`config.mk`:
```
export PLATFORM = sky130hd
export DESIGN_NAME = phase_blender_ctrl
export DESIGN_NICKNAME = d
export VERILOG_FILES = /design/src/rtl/phase_blender_ctrl.sv
export SDC_FILE = /design/constraint.sdc
export NUM_CORES = 1
export LEC_CHECK = 0
export CORE_ASPECT_RATIO = 0.9
export CORE_UTILIZATION = 35
export DETAILED_ROUTE_END_ITERATION = 8
export DONT_BUFFER_PORTS = 1
export MAX_ROUTING_LAYER = met4
export PLACE_DENSITY = 0.58
export SYNTH_ARGS = -nofsm -noshare
export SYNTH_HDL_FRONTEND = slang
export SYNTH_SLANG_ARGS = --single-unit
export TNS_END_PERCENT = 100
```
`constraint.sdc`:
```
create_clock -name clk -period 5.3 [get_ports clk]
set_input_delay 1.06 -clock clk [delete_from_list [all_inputs] [get_ports clk]]
set_output_delay 1.06 -clock clk [all_outputs]
set_load 0.01 [all_outputs]
```
`src/rtl/phase_blender_ctrl.sv`:
```
// Hitless ramp controller for a 16-unit thermometer phase blender and its even/odd phase muxes.
// Steps the applied code one LSB per update period along the shortest circular path to the target.
module phase_blender_ctrl #(
    parameter int SEG_W   = 3,
    parameter int UPD_DIV = 0
) (
    input  logic             clk,
    input  logic             rst,
    input  logic [SEG_W+3:0] tgt_code,
    input  logic             tgt_valid,
    output logic             tgt_ready,
    output logic             busy,
    output logic             done,
    output logic [SEG_W+3:0] cur_code,
    output logic [15:0]      thm_sel_bld,
    output logic [SEG_W-2:0] sel_even,
    output logic [SEG_W-2:0] sel_odd
);

    localparam int CW    = SEG_W + 4;
    localparam int CNT_W = (UPD_DIV > 0) ? $clog2(UPD_DIV + 1) : 1;
    localparam logic [CW-1:0]    HALF     = {1'b1, {(CW-1){1'b0}}};
    localparam logic [CNT_W-1:0] CNT_LAST = CNT_W'(UPD_DIV);

    typedef enum logic [1:0] {
        IDLE,
        RAMP,
        SWAP
    } state_t;

    state_t           state_q, state_d;
    logic [CW-1:0]    tgt_q, tgt_d;
    logic [CNT_W-1:0] cnt_q, cnt_d;
    logic [CW-1:0]    cur_d;
    logic [15:0]      thm_d;
    logic [SEG_W-2:0] sel_even_d, sel_odd_d;
    logic             done_d, busy_d, ready_d;

    logic [CW-1:0]    diff;
    logic             step_up;
    logic [CW-1:0]    step_code;
    logic             cross_up, cross_dn;

    // Even segments grow ones from bit 0; odd segments keep 16-f ones at the top.
    function automatic logic [15:0] code_to_thm(input logic [CW-1:0] code);
        logic [15:0] ones;
        ones = (16'd1 << code[3:0]) - 16'd1;
        return code[4] ? ~ones : ones;
    endfunction

    function automatic logic [SEG_W-2:0] even_sel_of(input logic [CW-1:0] code);
        logic [SEG_W:0] s1;
        s1 = {1'b0, code[CW-1:4]} + {{SEG_W{1'b0}}, 1'b1};
        return s1[SEG_W-1:1];
    endfunction

    function automatic logic [SEG_W-2:0] odd_sel_of(input logic [CW-1:0] code);
        return code[CW-1:5];
    endfunction

    // Shortest circular direction; an exact half-turn resolves upward.
    assign diff      = tgt_q - cur_code;
    assign step_up   = (diff == HALF) || !diff[CW-1];
    assign step_code = step_up ? cur_code + 1'b1 : cur_code - 1'b1;
    assign cross_up  = step_up && (cur_code[3:0] == 4'hF);
    assign cross_dn  = !step_up && (cur_code[3:0] == 4'h0);

    // NOTE: every variable gets a default before the case so no path can infer a latch.
    always_comb begin
        state_d    = state_q;
        tgt_d      = tgt_q;
        cnt_d      = cnt_q;
        cur_d      = cur_code;
        thm_d      = thm_sel_bld;
        sel_even_d = sel_even;
        sel_odd_d  = sel_odd;
        done_d     = 1'b0;

        case (state_q)
            IDLE: begin
                if (tgt_valid) begin
                    tgt_d   = tgt_code;
                    cnt_d   = '0;
                    state_d = RAMP;
                end
            end
            RAMP: begin
                if (cur_code == tgt_q) begin
                    done_d  = 1'b1;
                    state_d = IDLE;
                end else if (cnt_q == CNT_LAST) begin
                    cnt_d = '0;
                    if (cross_dn) begin
                        // Retarget the idle mux first; the code moves on the SWAP edge.
                        sel_even_d = even_sel_of(step_code);
                        sel_odd_d  = odd_sel_of(step_code);
                        state_d    = SWAP;
                    end else begin
                        cur_d = step_code;
                        thm_d = code_to_thm(step_code);
                        if (cross_up) begin
                            state_d = SWAP;
                        end
                    end
                end else begin
                    cnt_d = cnt_q + 1'b1;
                end
            end
            SWAP: begin
                cnt_d   = '0;
                state_d = RAMP;
                if (step_up) begin
                    // Only the select of the phase that just reached zero weight differs.
                    sel_even_d = even_sel_of(cur_code);
                    sel_odd_d  = odd_sel_of(cur_code);
                end else begin
                    cur_d = step_code;
                    thm_d = code_to_thm(step_code);
                end
            end
            default: begin
                state_d = IDLE;
            end
        endcase

        busy_d  = (state_d != IDLE);
        ready_d = (state_d == IDLE);
    end

    // NOTE: state registers use non-blocking assignments so all flops update from pre-edge values.
    always_ff @(posedge clk) begin
        if (rst) begin
            state_q     <= IDLE;
            tgt_q       <= '0;
            cnt_q       <= '0;
            cur_code    <= '0;
            thm_sel_bld <= '0;
            sel_even    <= '0;
            sel_odd     <= '0;
            done        <= 1'b0;
            busy        <= 1'b0;
            tgt_ready   <= 1'b1;
        end else begin
            state_q     <= state_d;
            tgt_q       <= tgt_d;
            cnt_q       <= cnt_d;
            cur_code    <= cur_d;
            thm_sel_bld <= thm_d;
            sel_even    <= sel_even_d;
            sel_odd     <= sel_odd_d;
            done        <= done_d;
            busy        <= busy_d;
            tgt_ready   <= ready_d;
        end
    end

    a_thm_map : assert property (@(posedge clk) disable iff (rst)
        thm_sel_bld == code_to_thm(cur_code));

    a_hitless : assert property (@(posedge clk) disable iff (rst)
        !$past(rst) |-> ($countones(thm_sel_bld ^ $past(thm_sel_bld)) <= 1));

    a_even_sel_safe : assert property (@(posedge clk) disable iff (rst)
        (!$past(rst) && (sel_even != $past(sel_even))) |->
        ($past(thm_sel_bld) == 16'hFFFF && thm_sel_bld == $past(thm_sel_bld)));

    a_odd_sel_safe : assert property (@(posedge clk) disable iff (rst)
        (!$past(rst) && (sel_odd != $past(sel_odd))) |->
        ($past(thm_sel_bld) == 16'h0000 && thm_sel_bld == $past(thm_sel_bld)));

endmodule

```
**Word-level counts from Yosys, hierarchy flattened**

Cells that the tools add are included.

- Bits in registers: 40
- Input port bits: 10
- Output and inout bits: 30
- Word-level logic and storage cells: 81

- $add $sub $neg: 7
- Eq/ne operators: 12
- Shift operators: 1
- Mux-type cells: 33
- Bitwise gates (word level): 2
- Reductions and logical operators: 16

Operators by type and width:

| cell | count |
|---|---|
| 16-bit two-way mux | 5 |
| 7-bit two-way mux | 5 |
| 16-bit case mux with 2 select lines | 1 |
| 2-bit two-way mux | 13 |
| 16-bit NOT | 1 |
| 1-bit by 4-bit left shift with 16-bit output, first input constant | 1 |
| 16-bit by 1-bit subtractor with 16-bit output, second input constant | 1 |
| 2-bit inequality test, second input constant | 7 |
| 7-bit case mux with 2 select lines | 1 |
| 5-bit AND reduction | 2 |
| 2-bit case mux with 2 select lines | 2 |
| 7-bit by 1-bit adder with 7-bit output, second input constant | 1 |
| 7-bit equality test | 1 |
| 7-bit equality test, second input constant | 1 |
| 7-bit by 1-bit subtractor with 7-bit output, second input constant | 1 |
| 7-bit subtractor | 1 |
| 3-bit by 1-bit adder with 3-bit output, second input constant | 2 |
| 2-bit case mux with 3 select lines | 1 |
| 4-bit equality test, second input constant | 1 |
| 2-bit logical NOT | 2 |
| 4-bit logical NOT | 1 |
| 1-bit two-way mux | 4 |
| 2-bit nonzero test | 2 |
| 1-bit case mux with 3 select lines | 1 |
| 11 further kinds | 13 |

**Depth between registers and ports, before layout**

- Depth in word-level cells: 12
- Gate-level depth with buffers: 22
- Gate-level depth less buffers: 20

**Worst setup path before layout**

No wires, ideal clock.

- Path kind: reg-to-reg
- Start: register cur_code[3]
- End: register thm_sel_bld[6]
- Library setup time: 0.071 ns
- Arrival: 4.324 ns
- Data required time: 5.229 ns
- Path slack: 0.906 ns
- Cell stages (with the launch flop): 22
- Buffers on the path: 3
- Clock period less this slack: 4.394 ns
- Cell sequence: dfxtp_1 inv_1 ha_1 a2111oi_2 a21oi_4 xor2_4 nand2_1 inv_1 ha_1 buf_4 a21oi_1 nand3b_1 nand2_1 buf_2 nand3_1 ha_1 clkbuf_1 and3_1 a221oi_1 xnor2_1 o21ai_1 a21oi_1

- Cells in the longest elaborated chain, start to end: 12

Ends and longest elaborated chain:

| item | line | text |
|---|---|---|
| from (decl) | 14 | `output logic [SEG_W+3:0] cur_code,` |
| from (signal assigned) | 147 | `cur_code <= cur_d;` |
| 7-bit subtractor | 62 | `assign diff = tgt_q - cur_code;` |
| 7-bit equality test or 1-bit logical NOT (tied branches) | 63 | `assign step_up = (diff == HALF) \|\| !diff[CW-1];` |
| 1-bit logical OR | 63 |  |
| 7-bit two-way mux | 64 | `assign step_code = step_up ? cur_code + 1'b1 : cur_code - 1'b1;` |
| 1-bit by 4-bit left shift with 16-bit output | 47 | `ones = (16'd1 << code[3:0]) - 16'd1;` |
| 16-bit by 1-bit subtractor with 16-bit output | 47 |  |
| 16-bit NOT | 48 | `return code[4] ? ~ones : ones;` |
| 16-bit two-way mux | 48 |  |
| 16-bit two-way mux | 93 | `if (cross_dn) begin` |
| 16-bit two-way mux | 91 | `end else if (cnt_q == CNT_LAST) begin` |
| 16-bit two-way mux | 88 | `if (cur_code == tgt_q) begin` |
| 16-bit case mux with 2 select lines | 79 | `case (state_q)` |
| to (signal assigned) | 148 | `thm_sel_bld <= thm_d;` |
| to (decl) | 15 | `output logic [15:0] thm_sel_bld,` |

Parallel ways exist; a longest one is shown, timed or not. The select of a mux whose other input is x is not followed.
A chain may end at the register's enable or synchronous reset.

**Final worst setup path**

- Start: register cur_code[1]
- End: register thm_sel_bld[6]

The elaborated chain is that of the path after synthesis.

==> results.yml <==
placement:
  gp_congestion: 0.8938
  dp_hpwl_mm: 5.426
  io_buffers: 0
  place_area_um2: 3042
floorplan:
  start_util_pct: 36.53
  fp.dieW_um: 98.97
  die_area_um2: 8834
  top_level_ports: 40
  die_h_um: 89.27
  rows: 31
  coreArea_um2: 8107
setup_path:
  path_class: "flip-flop to flip-flop"
  critPathSlowestCell: "dfxtp_1"
  worst_setup_path_end_kind: "flip-flop"
  crit_end: "thm_sel_bld[6]"
  cp_max_fo: 15
  startpoint: "cur_code[1]"
  rrSetupSlack_ns: 0.50
  critical_path.startpoint_type: "flip-flop"
  path_cells: "inv_1 -> ha_1 -> nor2b_1 -> o21bai_4 -> a21oi_4 -> xor2_4 -> nand2_1 -> inv_1 -> ha_1 -> a21oi_1 -> a21bo_2 -> nand2_1 -> nand3_1 -> ha_1 -> nand2b_1 -> nor2_1 -> a221oi_1 -> xnor2_1 -> o21ai_1 -> a21oi_1"
  path_common_cell: "ha_1"
  r2r_end: "thm_sel_bld[6]"
  critPathMaxStageDelay_ns: 0.49
  r2r-start: "cur_code[1]"
  worstPathArrival_ns: 5.04
  crit_required_ns: 5.54
  reg2regPathDepth: 20
synth:
  synthTopCellsByArea: "dfxtp_1, ha_1, a21oi_1, xnor2_1, nand3_1"
  synth_top_area_share_pct: 26.36
  synth_top_area_cell: "dfxtp_1"
  yosys_warnings: 0
  synth_common_cells: "dfxtp_1, a21oi_1, nand3_1, nor2_1, xnor2_1"
  syn_area_per_cell_um2: 8.159
  syn-num-nets: 391
  synthesis.instances: 363
  syn_area_um2: 2962
  synth-edff-count: 0
  ys_types: 73
  yosysMostFrequentCell: "dfxtp_1"
  synth_ff_type: "dfxtp_1"
  synth-seq-area-share_pct: 26.36
  ys_ff_latch: 39
  synthArstFlopShare_pct: 0
outcome:
  outcome: "finished clean"
layout:
  post-route-util_pct: 38.56
  area_delta_synth_final_pct: 5.535
  final_cell_area_um2: 3126
  drive_gt1_share_pct: 10.96
  diodes: 0
  final_nets: 383
min_path:
  min_path_cells: 2
  hp-class: "flip-flop to flip-flop"
cts:
  cts_tree: "built"
  path_clk_slew_ns: 0.09
  cts_sinks: 39
  cts_hold_buf: 0
  post-cts-setup-buffers: 0
  clk_latency_ns: 0.30
  htreeDepth: 2
  post_cts_resized: 0
  clockBufferDepth: 2
  cts_root_buf: "clkbuf_8"
  cts_made_buffers: 5
timing:
  rsz0062_at_grt: "false"
  setup_viol: 0
  maxClockFrequency_mhz: 208.4
  min_period_ns: 4.798
  tightest_slew_ns: 1.117
  finalHoldViolations: 0
  finalCritPeriodShare_pct: 90.53
  skew_ns: 0.007974
  whs_ns: 0.4955
  maxSlewHeadroom_pct: 25.53
  setup_tns_ns: 0
  drv_slew: 0
routing:
  drc: 0
  wl_per_cell_um: 16.86
  viasPerCell: 5.833
  routed-via-count: 2654
  finalWirelength_mm: 7.673
  drtPass1Iterations: 5
  dr.first_iter.drc_count: 99
  ant_nets: 0
global_routing:
  grt_first_pass_wirelength_mm: 12.65
  grt_overflow: 0
  grt_pass1_vias: 2512
  grt_max_degree: 41
  antenna_found_initial: 0
  grt_util_all_layers_pct: 18.84
job:
  maxCapViolations: 0
==> registers in the layout, summed over array words and instances (netlist names) <==
| register | cells |
|---|---|
| tgt_q | 7 |
| busy | 1 |
| done | 1 |
| tgt_ready | 1 |
| sel_odd | 2 |
| thm_sel_bld | 16 |
| sel_even | 2 |
| state_q | 2 |
| cur_code | 7 |
==> routing by layer <==
| metal | vias up | wire length [µm] | global-route usage, % |
|---|---|---|---|
| met5 | - | 0 | - |
| met4 | 0 | 104 | 5.970 |
| met3 | 7 | 498 | 3.831 |
| met2 | 73 | 3550 | 31.02 |
| met1 | 1253 | 3519 | 23.32 |
| li1 | 1321 | - | - |
==> per-stage QoR <==
step / setup slack (ns) / std cells
CTS: 0.5125 / 455
detailed placement: 0.5319 / 447
floorplan: 0.9057 / 363
global route: 0.01741 / 455
global placement: 0.7164 / 447
finish: 0.5021 / 455
==> worst max-delay path, delay by kind of cell (launching register included) <==
family	cells	cell delay (ns)
AO/OA/AOI/OAI	7	1.44
adder cells (fa/ha/maj)	3	1.12
AND/OR/NAND/NOR	6	0.93
flip-flops	1	0.49
XOR/XNOR	2	0.43
buffers and inverters	2	0.32
==> final cells by class <==
class	instances	area [µm²]
Tap cell	99	123.9
Multi-Input combinational cell	282	2002
Clock inverter	3	15.01
Fill cell	834	4981
Timing Repair Buffer	9	67.56
Sequential cell	39	780.7
Clock buffer	5	68.82
Inverter	18	67.56
==> worst min path at each step <==
stage | start | end | slack (ns)
2_1_floorplan | tgt_q[1] | tgt_q[1] | 0.46
3_3_place_gp | tgt_q[4] | tgt_q[4] | 0.48
3_5_place_dp | sel_odd[0] | sel_odd[0] | 0.48
4_1_cts | sel_odd[0] | sel_odd[0] | 0.50
5_1_grt | sel_odd[0] | sel_odd[0] | 0.51
6_report | sel_odd[0] | sel_odd[0] | 0.50
==> cell families after synthesis <==
| logic type | share of synthesized area, % |
|---|---|
| fa+ha+maj | 7.858 |
| xor+xnor | 9.337 |
| compound gates | 27.50 |
| flops | 26.36 |
| simple gates | 20.19 |
| mux | 2.704 |
| buf+inv | 6.041 |
==> cell usage in the layout (no fill, tap or decap), drive strengths merged, types with 4 or more instances in the layout <==
cell type / netlist / final
dfxtp: 39 / 39
a21oi: 35 / 35
nand3: 30 / 30
o21ai: 29 / 29
xnor2: 21 / 21
nor2: 19 / 19
inv: 18 / 18
ha: 17 / 17
nand2: 17 / 17
nor3: 12 / 12
buf: 15 / 9
mux2i: 8 / 8
nor2b: 7 / 7
a211oi: 6 / 6
o31ai: 5 / 5
nand2b: 5 / 5
clkbuf: 9 / 5
xor2: 5 / 5
nand4: 4 / 4
Power is left out: the tool's default activity adds up to more than one toggle a clock period on the data nets, which glitch-free logic cannot reach.
